**config.mk**
```make
export PLATFORM = sky130hd
export DESIGN_NAME = axis_upsizer
export DESIGN_NICKNAME = d
export VERILOG_FILES = /design/src/rtl/axis_upsizer.sv
export SDC_FILE = /design/constraint.sdc
export NUM_CORES = 1
export LEC_CHECK = 0
export ABC_AREA = 1
export CORE_MARGIN = 5
export CORE_UTILIZATION = 49
export CTS_CLUSTER_SIZE = 8
export DETAILED_ROUTE_END_ITERATION = 16
export PLACE_DENSITY = 0.75
export SLEW_MARGIN = 10
export SYNTH_ARGS = -nofsm -noshare
export SYNTH_HDL_FRONTEND = slang
export SYNTH_SLANG_ARGS = --single-unit
```
**constraint.sdc**
```tcl
create_clock -name clk -period 5.91 [get_ports clk]
set_clock_uncertainty 0.1 [all_clocks]
set_input_delay 1.182 -clock clk [delete_from_list [all_inputs] [get_ports clk]]
set_output_delay 1.182 -clock clk [all_outputs]
set_load 0.02 [all_outputs]
```
**src/rtl/axis_upsizer.sv**
```systemverilog
// -----------------------------------------------------------------------------
// axis_upsizer
//   Packs RATIO narrow AXI-Stream beats, little-endian, into one wide word.
//   A beat carrying tlast closes the word early; tkeep then marks only the
//   lanes that were filled, and unfilled lanes carry zero data and zero keep.
//   tid/tdest come from lane 0 of each word, tuser from the completing beat.
//
// Ports
//   clk                  clock, single domain
//   rst                  asynchronous reset, active low
//   s_tvalid/s_tready    narrow sink handshake (s_tready = !m_tvalid || m_tready)
//   s_tdata/s_tkeep      narrow payload, IN_DATA_WIDTH bits / IN_DATA_WIDTH/8 keep
//   s_tlast/tid/tdest/tuser  narrow sideband
//   m_tvalid/m_tready    wide source handshake
//   m_tdata/m_tkeep      wide payload, IN_DATA_WIDTH*RATIO bits
//   m_tlast/tid/tdest/tuser  wide sideband, all registered
// -----------------------------------------------------------------------------
module axis_upsizer #(
    parameter int IN_DATA_WIDTH = 8,
    parameter int RATIO         = 4,
    parameter int ID_WIDTH      = 8,
    parameter int DEST_WIDTH    = 8,
    parameter int USER_WIDTH    = 1
) (
    input  logic                                 clk,
    input  logic                                 rst,
    input  logic                                 s_tvalid,
    output logic                                 s_tready,
    input  logic [IN_DATA_WIDTH-1:0]             s_tdata,
    input  logic [IN_DATA_WIDTH/8-1:0]           s_tkeep,
    input  logic                                 s_tlast,
    input  logic [ID_WIDTH-1:0]                  s_tid,
    input  logic [DEST_WIDTH-1:0]                s_tdest,
    input  logic [USER_WIDTH-1:0]                s_tuser,
    output logic                                 m_tvalid,
    input  logic                                 m_tready,
    output logic [IN_DATA_WIDTH*RATIO-1:0]       m_tdata,
    output logic [IN_DATA_WIDTH/8*RATIO-1:0]     m_tkeep,
    output logic                                 m_tlast,
    output logic [ID_WIDTH-1:0]                  m_tid,
    output logic [DEST_WIDTH-1:0]                m_tdest,
    output logic [USER_WIDTH-1:0]                m_tuser
);

    localparam int OUT_W      = IN_DATA_WIDTH * RATIO;
    localparam int KEEP_IN_W  = IN_DATA_WIDTH / 8;
    localparam int KEEP_OUT_W = KEEP_IN_W * RATIO;
    localparam int LANE_W     = $clog2(RATIO);
    localparam logic [LANE_W-1:0] LAST_LANE = LANE_W'(RATIO - 1);

    // Output holding register occupancy.
    typedef enum logic {
        OUT_EMPTY = 1'b0,
        OUT_FULL  = 1'b1
    } out_state_t;

    out_state_t                 out_state_r;
    out_state_t                 out_state_s;

    logic [LANE_W-1:0]          lane_r;
    logic [OUT_W-1:0]           acc_data_r;
    logic [KEEP_OUT_W-1:0]      acc_keep_r;
    logic [ID_WIDTH-1:0]        acc_tid_r;
    logic [DEST_WIDTH-1:0]      acc_tdest_r;

    logic [OUT_W-1:0]           m_tdata_r;
    logic [KEEP_OUT_W-1:0]      m_tkeep_r;
    logic                       m_tlast_r;
    logic [ID_WIDTH-1:0]        m_tid_r;
    logic [DEST_WIDTH-1:0]      m_tdest_r;
    logic [USER_WIDTH-1:0]      m_tuser_r;

    logic                       s_ready_s;
    logic                       accept_s;
    logic                       complete_s;
    logic [OUT_W-1:0]           word_data_s;
    logic [KEEP_OUT_W-1:0]      word_keep_s;
    logic [ID_WIDTH-1:0]        word_tid_s;
    logic [DEST_WIDTH-1:0]      word_tdest_s;

    // Ready is forced low while reset is asserted so nothing is accepted then.
    assign s_ready_s  = rst && ((out_state_r == OUT_EMPTY) || m_tready);
    assign accept_s   = s_tvalid && s_ready_s;
    assign complete_s = accept_s && ((lane_r == LAST_LANE) || s_tlast);

    assign s_tready = s_ready_s;
    assign m_tvalid = (out_state_r == OUT_FULL);
    assign m_tdata  = m_tdata_r;
    assign m_tkeep  = m_tkeep_r;
    assign m_tlast  = m_tlast_r;
    assign m_tid    = m_tid_r;
    assign m_tdest  = m_tdest_r;
    assign m_tuser  = m_tuser_r;

    // Merge the incoming beat into the current lane and choose the next holding state.
    always_comb begin
        word_data_s  = acc_data_r;
        word_keep_s  = acc_keep_r;
        word_tid_s   = acc_tid_r;
        word_tdest_s = acc_tdest_r;
        out_state_s  = out_state_r;

        word_data_s[lane_r*IN_DATA_WIDTH +: IN_DATA_WIDTH] = s_tdata;
        word_keep_s[lane_r*KEEP_IN_W +: KEEP_IN_W]         = s_tkeep;

        // Sideband of a word belongs to its first beat.
        if (lane_r == {LANE_W{1'b0}}) begin
            word_tid_s   = s_tid;
            word_tdest_s = s_tdest;
        end else begin
            word_tid_s   = acc_tid_r;
            word_tdest_s = acc_tdest_r;
        end

        case (out_state_r)
            OUT_EMPTY: begin
                if (complete_s) begin
                    out_state_s = OUT_FULL;
                end else begin
                    out_state_s = OUT_EMPTY;
                end
            end
            OUT_FULL: begin
                // A completion on the draining edge reloads without a bubble.
                if (complete_s) begin
                    out_state_s = OUT_FULL;
                end else if (m_tready) begin
                    out_state_s = OUT_EMPTY;
                end else begin
                    out_state_s = OUT_FULL;
                end
            end
            default: begin
                out_state_s = OUT_EMPTY;
            end
        endcase
    end

    // Lane counter and partial-word accumulator; cleared whenever a word completes.
    always_ff @(posedge clk or negedge rst) begin
        if (!rst) begin
            lane_r      <= {LANE_W{1'b0}};
            acc_data_r  <= {OUT_W{1'b0}};
            acc_keep_r  <= {KEEP_OUT_W{1'b0}};
            acc_tid_r   <= {ID_WIDTH{1'b0}};
            acc_tdest_r <= {DEST_WIDTH{1'b0}};
        end else if (accept_s) begin
            if (complete_s) begin
                lane_r      <= {LANE_W{1'b0}};
                acc_data_r  <= {OUT_W{1'b0}};
                acc_keep_r  <= {KEEP_OUT_W{1'b0}};
                acc_tid_r   <= {ID_WIDTH{1'b0}};
                acc_tdest_r <= {DEST_WIDTH{1'b0}};
            end else begin
                lane_r      <= lane_r + LANE_W'(1);
                acc_data_r  <= word_data_s;
                acc_keep_r  <= word_keep_s;
                acc_tid_r   <= word_tid_s;
                acc_tdest_r <= word_tdest_s;
            end
        end else begin
            lane_r      <= lane_r;
            acc_data_r  <= acc_data_r;
            acc_keep_r  <= acc_keep_r;
            acc_tid_r   <= acc_tid_r;
            acc_tdest_r <= acc_tdest_r;
        end
    end

    // Output holding register; payload only changes when a new word completes.
    always_ff @(posedge clk or negedge rst) begin
        if (!rst) begin
            out_state_r <= OUT_EMPTY;
            m_tdata_r   <= {OUT_W{1'b0}};
            m_tkeep_r   <= {KEEP_OUT_W{1'b0}};
            m_tlast_r   <= 1'b0;
            m_tid_r     <= {ID_WIDTH{1'b0}};
            m_tdest_r   <= {DEST_WIDTH{1'b0}};
            m_tuser_r   <= {USER_WIDTH{1'b0}};
        end else begin
            out_state_r <= out_state_s;
            if (complete_s) begin
                m_tdata_r <= word_data_s;
                m_tkeep_r <= word_keep_s;
                m_tlast_r <= s_tlast;
                m_tid_r   <= word_tid_s;
                m_tdest_r <= word_tdest_s;
                m_tuser_r <= s_tuser;
            end else begin
                m_tdata_r <= m_tdata_r;
                m_tkeep_r <= m_tkeep_r;
                m_tlast_r <= m_tlast_r;
                m_tid_r   <= m_tid_r;
                m_tdest_r <= m_tdest_r;
                m_tuser_r <= m_tuser_r;
            end
        end
    end

endmodule
```
==> results of run 1 <==
-- power by group --
part	internal (mW)	leakage [nW]	total, mW	switching, mW
clock network	0.168	0.0832	0.418	0.250
logic	0.230	1.85	0.593	0.363
registers	0.853	1.47	0.923	0.0695
-- stage by stage --
stage / hold WS, ps / setup WS, ps
2_1_floorplan: 349 / 2910
3_3_place_gp: 361 / 2160
3_5_place_dp: 365 / 2140
4_1_cts: 392 / 2130
5_1_grt: 412 / 2040
6_report: 387 / 2140
-- area by class of cell --
type / instances / area [µm²] / area share (%)
clock inverter: 4 / 32.5 / 0.528
inverter: 30 / 113 / 1.83
timing repair buffer: 89 / 881 / 14.3
clock buffer: 12 / 145 / 2.36
sequential: 109 / 2730 / 44.3
multi-input combinational: 512 / 2090 / 33.9
tap: 136 / 170 / 2.76
-- flip-flops by register name (all words and copies together), names as in the netlist --
name and cells:
acc_keep_r 4, m_tkeep 4, m_tdata 32, m_tuser 1, m_tid 8, m_tdest 8, acc_tdest_r 8, acc_tid_r 8
lane_r 2, m_tvalid 1, acc_data_r 32, m_tlast 1
-- cells in the final DEF, fill, tap and decap left out, drive strengths merged --
| cell | instances |
|---|---|
| ha | 5 |
| o21bai | 7 |
| clkinvlp | 2 |
| nand2 | 449 |
| nand3 | 26 |
| clkinv | 5 |
| nor2 | 23 |
| dfrtp | 109 |
| buf | 4 |
| clkbuf | 12 |
| a21boi | 1 |
| nand4 | 1 |
| inv | 27 |
| clkdlybuf4s50 | 85 |
-- critical path, delay by kind of cell --
family / cells / cell delay, ps
buffers and inverters: 3 / 1140
AOI/OAI and AO/OA: 1 / 170
-- logic make-up after synthesis --
logic type / Yosys count
compound gates: 8
fa+ha+maj: 5
buf+inv: 59
flops: 109
simple gates: 499
-- routing by layer --
| metal | vias to the layer above | GRT usage [%] |
|---|---|---|
| li1 | 2186 | - |
| met1 | 2043 | 26.0 |
| met2 | 131 | 33.6 |
| met3 | 18 | 4.02 |
| met4 | 0 | 6.24 |
| met5 | - | 0 |
-- worst paths after layout --
| check | from | to | slack [ps] | depth (start not counted) |
|---|---|---|---|---|
| worst max register to register | lane_r[0] | m_tdata[24] | 3020 | 8 |
| min in group asynchronous | rst | m_tdata[30] | 620 | 1 |
| worst min-delay path | m_tdata[10] | m_tdata[10] | 390 | 2 |
| worst max-delay path | m_tready | s_tready | 2140 | 4 |
| worst min register to register | m_tdata[10] | m_tdata[10] | 390 | 2 |
| max in group asynchronous | rst | m_tdest[7] | 3700 | 2 |
==> impl_metrics.yaml, run 1 <==
detailed_routing:
  wirelength_met1_mm: 5.35
  drt-pass1-iter-count: 4
  wl_met2_mm: 5.62
  top_layer: "met4"
  wirelength_mm: 11.9
  vias: 4378
  ant_nets: 0
  drt_iter0_drc: 325
  wl_per_cell_um: 13.3
  viasPerCell: 4.91
  wl_met3_um: 764
  drc_errors: 0
layout:
  fin_util_pct: 60.2
  area_delta_synth_final_pct: 21.0
  fin_cells: 892
  insertedDiodeCount: 0
  layout.nets: 787
  drive_gt1_share_pct: 3.57
  fillerInstances: 942
  fin_area_mm2: 0.00616
power:
  p_total_mw: 1.93
  ir_drop_mv: 0.188
  p_per_area_mw_per_mm2: 314
  leakage_nw: 3.41
worst_setup_path:
  critical_path_class: "input port to output pin"
  crit_path_end_kind: "output pin"
  cp_max_fo: 2
  worstPathArrival_ps: 2490
  crit_path_start_kind: "input port"
  critPathMaxStageDelay_ps: 640
  path_common_cell: "clkdlybuf4s50_1"
  crit_chain: "clkdlybuf4s50_1 -> inv_1 -> a21boi_0 -> clkdlybuf4s50_1"
  cp_data_required_time_ps: 4630
  crit_slowest_cell: "clkdlybuf4s50_1"
yosys:
  synthAdderAreaFrac_pct: 1.23
  synth-edff-count: 0
  synth_area_per_cell_um2: 7.48
  synth-simple-area-share_pct: 38.7
  yosys-top-cells-area: "dfrtp_1 54%, nand2_1 33%, nand3_1 2.5%"
  ys_top_cells_by_count: "448 x nand2_1, 109 x dfrtp_1, 25 x inv_1, 25 x nand3_1, 19 x buf_2"
  yosys_warnings: 0
  seq_area_frac_synth_pct: 53.6
  ys_ff_latch: 109
  synth_compound_area_share_pct: 1.18
  synth_top_flop_cell: "dfrtp_1"
  syn_inst: 680
  synth_mux_area_share_pct: 0
  yosys.area.top_type: "dfrtp_1"
  synth_top_family_by_area: "simple AND/OR/NAND/NOR gates"
  syn-num-nets: 716
  synthesis.area_mm2: 0.00509
  yosysMostFrequentCell: "nand2_1"
  synth_xor_xnor_area_share_pct: 0
  yosysTopAreaCellShare_pct: 53.6
  synth_cell_types: 20
  async_flop_share_pct: 100
clock_tree:
  cts.sinks: 109
  htree_num_levels: 3
  cts_tree: "done"
  clockBufferDepth: 2
  hold_buffers: 0
  cts-buffers-inserted: 9
  cts_root_buffer: "clkbuf_8"
  postCtsSetupRepairBufs: 0
  clk_pin_slew_worst_paths_ps: 90
  clock_latency_ps: 360
  cts_resized: 0
floorplanning:
  design.core.area_mm2: 0.0102
  start_util_pct: 49.7
  die_area_mm2: 0.0125
  die_h_um: 112
  ioPinCount: 87
  rows: 37
  die_w_um: 112
timing:
  fin_tns_setup_ps: 0
  slew_headroom_pct: 21.9
  max_clock_freq_mhz: 265
  worst_pin_slew_ps: 1170
  final-hold-violation-count: 0
  slew_violations: 0
  finalSetupViolations: 0
  fin_crit_sh_pct: 63.9
  min_period_ps: 3770
  rsz0062_at_grt: "false"
status:
  outcome: "finished clean"
placement:
  portBuffers: 86
  placed_cell_area_mm2: 0.00598
  place_congestion: 0.815
  dp_cells: 876
  dp_hpwl_mm: 7.91
global_route:
  grt_overflow_total: 0
  antenna_found_initial: 0
  track_usage_pct: 20.0
  grt_max_degree: 87
  grt_pass1_vias: 4538
  grt_pass1_wl_mm: 20.8
hold_path:
  hp-class: "flip-flop to flip-flop"
flow_run:
  maxCapViolations: 0
No activity file was read; power rests on OpenSTA's default activity.
==> run 2, diff against run 1 <==
--- a/config.mk
+++ b/config.mk
@@ -7,10 +7,10 @@
 export LEC_CHECK = 0
 export ABC_AREA = 1
 export CORE_MARGIN = 5
-export CORE_UTILIZATION = 49
+export CORE_UTILIZATION = 48
 export CTS_CLUSTER_SIZE = 8
 export DETAILED_ROUTE_END_ITERATION = 16
-export PLACE_DENSITY = 0.75
+export PLACE_DENSITY = 0.76
 export SLEW_MARGIN = 10
 export SYNTH_ARGS = -nofsm -noshare
 export SYNTH_HDL_FRONTEND = slang
==> constraint.sdc (replaced) <==
create_clock -name clk -period 3.3 [get_ports clk]
set_clock_uncertainty 0.1 [all_clocks]
set_input_delay 0.66 -clock clk [delete_from_list [all_inputs] [get_ports clk]]
set_output_delay 0.66 -clock clk [all_outputs]
set_load 0.02 [all_outputs]
==> impl_metrics.yaml, run 2 (synthesized netlist as in run 1, its figures left out) <==
global_route:
  track_usage_pct: 19.8
  grt_pass1_vias: 4447
  grt_pass1_wl_mm: 20.6
  grt_max_degree: 58
  antenna_found_initial: 0
  grt_overflow_total: 0
timing:
  fin_tns_setup_ps: 0
  slew_violations: 0
  slew_headroom_pct: 47.9
  worst_pin_slew_ps: 781
  final-hold-violation-count: 0
  rsz0062_at_grt: "false"
  finalWorstSetupSlack_ps: 286
  max_clock_freq_mhz: 332
  min_period_ps: 3010
  fin_crit_sh_pct: 91.3
  finalSetupViolations: 0
  worst_hold_slack_ps: 384
worst_setup_path:
  cp_max_fo: 9
  reg2reg_setup_slack_ps: 710
  cp_data_required_time_ps: 2540
  crit_path_end_kind: "output pin"
  worstPathArrival_ps: 2250
  critical_path_class: "input port to output pin"
  crit_path_start_kind: "input port"
floorplanning:
  die_area_mm2: 0.0128
  ioPinCount: 87
  die_w_um: 113
  rows: 37
  start_util_pct: 49.3
  design.core.area_mm2: 0.0103
  die_h_um: 113
clock_tree:
  htree_num_levels: 3
  clock_latency_ps: 370
  cts_tree: "done"
  cts.sinks: 109
  postCtsSetupRepairBufs: 0
  clockBufferDepth: 2
  cts_root_buffer: "clkbuf_8"
  cts_resized: 0
  clk_pin_slew_worst_paths_ps: 100
  cts-buffers-inserted: 9
placement:
  dp_hpwl_mm: 8.10
  place_congestion: 0.806
  place_ws_ps: 605
  portBuffers: 86
layout:
  final_cell_mix: "448 x nand2_1, 109 x dfrtp_1, 85 x clkdlybuf4s50_1, 25 x inv_1, 25 x nand3_1"
  area_delta_synth_final_pct: 22.3
  seq_area_mm2: 0.00273
  final_common_cell: "nand2_1"
  fin_util_pct: 60.3
  fillerInstances: 924
  drive_gt1_share_pct: 3.94
  layout.nets: 792
  insertedDiodeCount: 0
  multiInputGateArea_mm2: 0.00209
power:
  p_sw_mw: 1.22
  swShare_pct: 34.7
  clkPwrFrac_pct: 22.9
  p_per_area_mw_per_mm2: 567
  ir_drop_mv: 0.285
  cellInternalPower_mw: 2.30
  sequentialPowerShare_pct: 46.8
  p_total_mw: 3.53
  leakage_nw: 3.44
  comb_power_share_pct: 30.2
hold_path:
  hp-class: "flip-flop to flip-flop"
detailed_routing:
  drt-pass1-iter-count: 5
  viasPerCell: 4.87
  ant_nets: 0
  wirelength_mm: 11.9
  drc_errors: 0
  vias: 4372
  wl_per_cell_um: 13.3
  drt_iter0_drc: 309
status:
  outcome: "finished clean"
flow_run:
  maxCapViolations: 0
[run 2: area by class of cell]
class                   count  area share [%]
well taps                 136            2.73
multi-input cells         512            33.6
flip-flops and latches    109            43.8
repair buffers             94            15.0
clock buffers              12            2.17
clock inverters             4           0.885
inverters                  30            1.81
[run 2: worst paths after layout]
kind | from | end | depth (start not counted)
setup / recovery | rst | s_tready | 4
hold / removal | m_tdata[16] | m_tdata[16] | 2
setup reg to reg | lane_r[0] | acc_data_r[29] | 7
hold reg to reg | m_tdata[16] | m_tdata[16] | 2
max in group asynchronous | rst | m_tdata[18] | 4
min in group asynchronous | rst | m_tdata[30] | 2
[run 2: power groups by stage]
| stage | combinational [mW] | clock [mW] | sequential, mW |
|---|---|---|---|
| finish | 1.07 | 0.809 | 1.65 |
| global route | 1.19 | 0.877 | 1.68 |
| CTS | 1.08 | 0.829 | 1.65 |
| detailed placement | 1.07 | 0 | 1.68 |
| global placement | 1.05 | 0 | 1.67 |
| floorplan | 0.488 | 0 | 1.80 |
[run 2: routing by layer]
layer  share of wire, %  up-vias  global-route usage, %  wire length (µm)
met2                 46      163                   32.7              5480
li1                   -     2201                      -                 -
met3                7.9       25                   3.69               944
met4                2.4        0                   7.61               282
met1                 44     1983                   26.0              5190
met5                  0        -                      0                 0
[run 2: what timing repair did]
item                                    in CTS  in global routing
hold buffers                                 1                  0
endpoints found under the hold margin        5                  0
endpoints found under the setup margin       0                  0
[run 2: stage by stage]
stage	area, µm²	instances
floorplan	5090	680
global placement	6020	880
detailed placement	6020	880
CTS	6220	897
global route	6220	897
finish	6220	897
[run 2: critical path: stages]
cell and delay, ps:
dlygate4sd3_1 560, buf_4 210, a21boi_0 190, clkdlybuf4s50_1 630
